<file path="src/rtl/io_user_buttons.sv">
// io_user_buttons: synchronise and debounce push-buttons and switches, and derive per-button press/release/long/toggle events
module io_user_buttons #(
  parameter int P_BTN_NUM  = 4,
  parameter int P_SW_NUM   = 4,
  parameter int P_CE_DIV   = 100000,
  parameter int P_DEBOUNCE = 20,
  parameter int P_LONG     = 1000
) (
  input  logic                 I_CLK_100MHZ,
  input  logic                 I_RST_N,
  input  logic [P_BTN_NUM-1:0] I_BTN,
  input  logic [P_SW_NUM-1:0]  I_SW,
  output logic [P_BTN_NUM-1:0] O_BTN_LEVEL,
  output logic [P_BTN_NUM-1:0] O_BTN_PRESS,
  output logic [P_BTN_NUM-1:0] O_BTN_RELEASE,
  output logic [P_BTN_NUM-1:0] O_BTN_LONG,
  output logic [P_BTN_NUM-1:0] O_BTN_TOGGLE,
  output logic [P_SW_NUM-1:0]  O_SW_LEVEL,
  output logic                 O_CE_TICK
);
  localparam int N  = P_BTN_NUM + P_SW_NUM;
  localparam int CW = $clog2(P_CE_DIV + 1);
  localparam int DW = $clog2(P_DEBOUNCE + 1);
  localparam int LW = $clog2(P_LONG + 1);
  logic [CW-1:0]        ce_cnt;
  logic                 tick;
  logic [N-1:0]         sync_a, sync_b, stable;
  logic [DW-1:0]        db_cnt [N];
  logic [LW-1:0]        hold [P_BTN_NUM];
  logic [P_BTN_NUM-1:0] btn_q, at_long, long_q;
  assign tick        = ce_cnt == CW'(P_CE_DIV - 1);
  assign O_CE_TICK   = tick;
  assign O_BTN_LEVEL = stable[P_BTN_NUM-1:0];
  assign O_SW_LEVEL  = stable[N-1:P_BTN_NUM];
  always_comb begin
    at_long = '0;
    for (int i = 0; i < P_BTN_NUM; i++) at_long[i] = hold[i] == LW'(P_LONG);
  end
  always_ff @(posedge I_CLK_100MHZ or negedge I_RST_N) begin
    if (!I_RST_N) begin
      ce_cnt        <= '0;
      sync_a        <= '0;
      sync_b        <= '0;
      stable        <= '0;
      btn_q         <= '0;
      long_q        <= '0;
      O_BTN_PRESS   <= '0;
      O_BTN_RELEASE <= '0;
      O_BTN_LONG    <= '0;
      O_BTN_TOGGLE  <= '0;
      for (int i = 0; i < N; i++) db_cnt[i] <= '0;
      for (int i = 0; i < P_BTN_NUM; i++) hold[i] <= '0;
    end else begin
      ce_cnt <= tick ? '0 : ce_cnt + 1'b1;
      sync_a <= {I_SW, I_BTN};
      sync_b <= sync_a;
      // a new level is only accepted after P_DEBOUNCE consecutive disagreeing ticks
      for (int i = 0; i < N; i++) begin
        if (tick) begin
          if (sync_b[i] == stable[i]) db_cnt[i] <= '0;
          else if (db_cnt[i] == DW'(P_DEBOUNCE - 1)) begin
            stable[i] <= sync_b[i];
            db_cnt[i] <= '0;
          end else db_cnt[i] <= db_cnt[i] + 1'b1;
        end
      end
      btn_q         <= O_BTN_LEVEL;
      long_q        <= at_long;
      O_BTN_PRESS   <= O_BTN_LEVEL & ~btn_q;
      O_BTN_RELEASE <= ~O_BTN_LEVEL & btn_q;
      O_BTN_LONG    <= at_long & ~long_q;
      O_BTN_TOGGLE  <= O_BTN_TOGGLE ^ (O_BTN_LEVEL & ~btn_q);
      // hold counter saturates so the long event fires once per press
      for (int i = 0; i < P_BTN_NUM; i++) begin
        if (!stable[i]) hold[i] <= '0;
        else if (tick && !at_long[i]) hold[i] <= hold[i] + 1'b1;
      end
    end
  end
endmodule

</file>
<file path="config.mk">
export PLATFORM = sky130hd
export DESIGN_NAME = io_user_buttons
export DESIGN_NICKNAME = d
export VERILOG_FILES = /design/src/rtl/io_user_buttons.sv
export SDC_FILE = /design/constraint.sdc
export NUM_CORES = 1
export LEC_CHECK = 0
export CAP_MARGIN = 20
export CORE_MARGIN = 2
export CORE_UTILIZATION = 30
export CTS_CLUSTER_DIAMETER = 40
export DETAILED_ROUTE_END_ITERATION = 10
export GPL_TIMING_DRIVEN = 0
export SLEW_MARGIN = 20
export SYNTH_ARGS = -nofsm -noshare
export SYNTH_HDL_FRONTEND = slang
export SYNTH_SLANG_ARGS = --single-unit
</file>
<file path="constraint.sdc">
create_clock -name I_CLK_100MHZ -period 1.94 [get_ports I_CLK_100MHZ]
set_clock_uncertainty 0.15 [all_clocks]
set_input_delay 0.194 -clock I_CLK_100MHZ [delete_from_list [all_inputs] [get_ports I_CLK_100MHZ]]
set_output_delay 0.194 -clock I_CLK_100MHZ [all_outputs]
set_load 0.01 [all_outputs]
</file>
Yosys cells after proc, flatten, opt, wreduce, memory -nomap -nowiden
Cells that the tools add are included.
{"block": "totals", "reg_bits": 145, "out_inout_bits": 25, "input_bits": 10}
{"block": "classes", "mux": 25, "add_sub_neg": 13, "n_eq_ne": 25, "n_reduce_logical": 16, "n_bitwise": 15}
{"op": "$mux W10", "n": 8}
{"op": "$mux W5", "n": 16}
{"op": "$add A10 B1 Y10 const B", "n": 4}
{"op": "$add A5 B1 Y5 const B", "n": 8}
{"op": "$eq A10 B10 Y1 const B", "n": 4}
{"op": "$eq A5 B5 Y1 const B", "n": 8}
{"op": "$reduce_and A3 Y1", "n": 8}
{"op": "$add A17 B1 Y17 const B", "n": 1}
{"op": "$eq A17 B17 Y1 const B", "n": 1}
{"op": "$mux W17", "n": 1}
{"op": "$and A4 B4 Y4", "n": 3}
{"op": "$not A4 Y4", "n": 3}
{"op": "$eq A1 B1 Y1", "n": 8}
{"op": "$ne A2 B1 Y1 const B", "n": 4}
{"op": "$not A1 Y1", "n": 8}
{"op": "$logic_and A1 B1 Y1", "n": 4}
{"op": "$logic_not A1 Y1", "n": 4}
{"op": "$xor A4 B4 Y4", "n": 1}

Depth between registers and ports, before layout
{"block": "logic_depth", "depth_word": 5, "mapped_depth": 8, "mapped_depth_nobuf": 7}

Worst setup path after synthesis
OpenSTA, ideal clock, no wires.
{"block": "synth_timing", "path_kind": "register to register", "startpoint": "register ce_cnt[0]", "endpoint": "register hold[16] (netlist bit)", "path_stages_with_launch": 9, "slack_ps": -99, "t_required_ps": 1654, "arrival_time_ps": 1753, "period_less_slack_ps": 2039, "setup_ps": 136, "path_cell_list": "dfrtp_1 -> ha_1 -> and4_1 -> buf_2 -> nand4_1 -> buf_2 -> buf_4 -> o311ai_1 -> o41ai_1"}
{"block": "synth_between", "elab_chain_len": 3}
{"element": "start: declaration", "line_no": "25", "text": "logic [CW-1:0] ce_cnt;"}
{"element": "start signal: assignment", "line_no": "54", "text": "ce_cnt <= tick ? '0 : ce_cnt + 1'b1;"}
{"element": "$eq A17 B17 Y1", "line_no": "31", "text": "assign tick = ce_cnt == CW'(P_CE_DIV - 1);"}
{"element": "$logic_and A1 B1 Y1", "line_no": "76", "text": "else if (tick && !at_long[i]) hold[i] <= hold[i] + 1'b1;"}
{"element": "$ne A2 B1 Y1 (no source line)"}
{"element": "end signal: indexed assignment", "line_no": "76"}
{"element": "end: declaration", "line_no": "29", "text": "logic [LW-1:0] hold [P_BTN_NUM];"}
Every way passes these cells.
A chain may end at the register's enable or synchronous reset.

Worst setup path after layout
{"block": "layout_timing", "startpoint": "register ce_cnt[13]", "endpoint": "register hold[16] (netlist bit)"}
The elaborated chain is that of the path after synthesis.

==> qor.yml <==
outcome:
  outcome: "finished, violations left"
  failed_checks: "setup timing"
synthesis:
  sequential_to_total_area_share_from_yosys_stat_pct: 54.2
  synth-edff-count: 0
  synthesis.instances: 651
  synth.area.top_cells: "dfrtp_1, o21ai_0, nand2_1, ha_1, nand3_1"
  synth-async-reset-ratio_pct: 100
  synth.top_cell.area_share_pct: 54.2
  ys_warn_count: 0
  synth.largest_area_cell: "dfrtp_1"
  commonest_register_cell_after_synthesis: "dfrtp_1"
  yosys.cell_types.count: 48
  post_synth_net_total: 678
  synth.avg_cell_area_um2: 10.3
  yosys_register_bits: 145
  mappedNetlistArea_um2: 6690
setup_path:
  regToRegSetupSlack_ns: -0.23
  critical_path.max_fanout: 7
  end_kind: "flip-flop"
  cp_top_family: "buffers and inverters"
  timing.critical_path.slowest_stage_cell: "dfrtp_1"
  type_of_the_worst_setup_path: "reg2reg"
  setup.worst_path.start_class: "flip-flop"
  critical_path_buf_inv_count: 5
  timing.critical_path.arrival_ns: 2.32
  cpPeakStageDelay_ns: 0.41
  path_cells: "nor4b_4 -> buf_4 -> nand4_1 -> buf_6 -> buf_6 -> buf_12 -> buf_12 -> o311ai_4 -> o41ai_2"
  worst-endpoint-required_ns: 2.09
run:
  cap_violations: 0
timing:
  final.setup.worst_slack_ns: -0.233
  grt_setup_unrepaired: "true"
  endpoints_failing_setup: 66
  tightestPinTransition_ns: 0.591
  fmax_mhz: 460
  slew_violations: 0
  min_period_over_period_pct: 112
  totalNegativeSetupSlack_ns: -6.57
  hold_viol_final: 0
  final.hold.worst_slack_ns: 0.0533
  timing.slew.headroom_pct: 60.6
  final_period_demand_of_the_worst_path_ns: 2.17
floorplan:
  floorplan.core_area_um2: 21900
  ios: 35
  dieArea_um2: 23500
  fp.dieW_um: 153
  rows: 54
  chipHeight_um: 153
  starting_utilization_of_the_core_area_pct: 30.6
drt:
  via_count: 5291
  detail_route.first_pass.iterations: 5
  post-route-drc-count: 0
  post_route_ant_nets: 0
  wl_per_cell_um: 16.0
  ratio_of_routed_vias_to_standard_cells: 5.12
  drt-total-wl_mm: 16.5
  drt-initial-drc-count: 349
grt:
  groute.usage.overall_pct: 14.4
  grt_pass1_vias: 5290
  grt_max_degree: 74
  first_pass_grt_wire_length_mm: 27.3
  antenna_found_initial: 0
  globalRoute.totalOverflow: 0
placement:
  place.port_buffers: 34
  post-dp-hpwl_mm: 9.46
  routability_congestion: 0.763
power_and_ir_drop:
  power.clock.fraction_pct: 55.3
  power_frac_seq_pct: 43.1
  cellInternalPower_uw: 5660
  share_comb_of_total_power_pct: 1.6
  swShare_pct: 20.0
  worst_vdd_drop_v: 0.000516
  power.switching_uw: 1420
  p_per_area_nw_per_um2: 776
  static-leakage-power_uw: 0.00384
clocking:
  clk-insertion-delay-late_ns: 0.42
  cts.path.max_buffers: 2
  cts_htree_levels: 4
  clk_pin_slew_ns: 0.06
  clkSinkCount: 145
  cts_tree: "built"
  cts_inserted_buffers: 17
  clock-root-buffer: "clkbuf_16"
finish:
  drive_above_1_share_pct: 26.0
  final_cell_mix: "dfrtp_1, nand2_1, nand3_1"
  layout.cells.most_common: "dfrtp_1"
  design.final.nets: 767
  layout.core_utilization_pct: 41.6
  antenna_fix_cells: 0
  area_delta_synth_final_pct: 36.2
worst_hold_path:
  hold_path.class: "in2reg"
==> per-stage QoR <==
stage	instances	cell area [um2]	setup WS, ns	power [uW]
after floorplan	651	6710	-0.0625	3120
after detailed placement	966	7440	-1.02	3220
after global placement	965	7400	-5.59	3220
final	1033	9120	-0.233	7070
after global routing	1033	9120	-0.315	7320
after CTS	1023	8630	-0.227	7170
==> layout make-up <==
class	count	area, um2
clock buffers	19	443
inverters	22	96.3
flip-flops and latches	145	3640
well taps	280	350
fillers	2062	12800
clock inverters	13	255
plain buffers	20	272
multi-input cells	463	3310
repair buffers	71	754
==> synth_stat cells, types with 7 or more instances <==
library cell and count:
a22o_1 11, buf_2 7, dfrtp_1 145, inv_1 19, xor2_1 12, nand4_1 15, and3_1 9, or2_2 13
or3_1 18, nand2_1 65, nand3_1 42, nand2b_1 23, a31oi_1 8, nor4bb_1 7, xnor2_1 13, o31ai_1 11
or4_1 12, nor2_1 30, ha_1 17, a21oi_1 36, o21ai_0 57, clkbuf_1 13
==> final timing paths <==
check / startpoint / to / cells after the start
max in group asynchronous: I_RST_N / stable[0] / 3
max: ce_cnt[13] / hold[16] / 9
max reg2reg: ce_cnt[13] / hold[16] / 9
min in group asynchronous: I_RST_N / O_BTN_LONG[2] / 2
min reg2reg: sync_a[4] / sync_b[4] / 0
min: I_BTN[1] / sync_a[1] / 1
==> what timing repair did <==
action | CTS | global route
setup endpoints to repair | 98 | 99
hold buffers | 1 | 0
hold endpoints to repair | 72 | 0
setup buffers | 21 | 12
cloned | 4 | 3
pin swaps | 19 | 49
gates resized for setup | 89 | 137
==> power by group through the flow <==
stage	registers [uW]	logic, uW	clock network [uW]
after CTS	3050	119	4000
after floorplan	3100	21.1	0
after global routing	3050	134	4140
after global placement	3110	108	0
after detailed placement	3110	116	0
final	3050	115	3910
==> state kept, by name (all words and copies together), names as in the netlist <==
name           flops
O_BTN_LONG         4
O_BTN_PRESS        4
O_BTN_RELEASE      4
O_BTN_TOGGLE       4
btn_q              4
ce_cnt            17
db_cnt            40
hold              40
long_q             4
stable             8
sync_a             8
sync_b             8
==> routing by layer <==
metal | wire length (um) | up-vias | global-route usage, %
met4 | 217 | 0 | 5.02
li1 | - | 2535 | -
met1 | 7820 | 2642 | 19.0
met5 | 0 | - | 0
met2 | 7840 | 94 | 22.6
met3 | 618 | 20 | 4.00
==> cells by family after synthesis <==
group,synth area share [%]
compound gates,12.4
xor+xnor,3.27
flops,54.2
mux,1.57
fa+ha+maj,3.18
buf+inv,2.65
simple gates,22.7
==> worst register-to-register path, delay by kind of cell, from the launching register on <==
kind	cells	cell delay [ns]
buffers and inverters	5	0.74
flip-flops	1	0.41
AND/OR/NAND/NOR	2	0.40
AO/OA/AOI/OAI	2	0.34
Power figures use the tool's default switching activity.
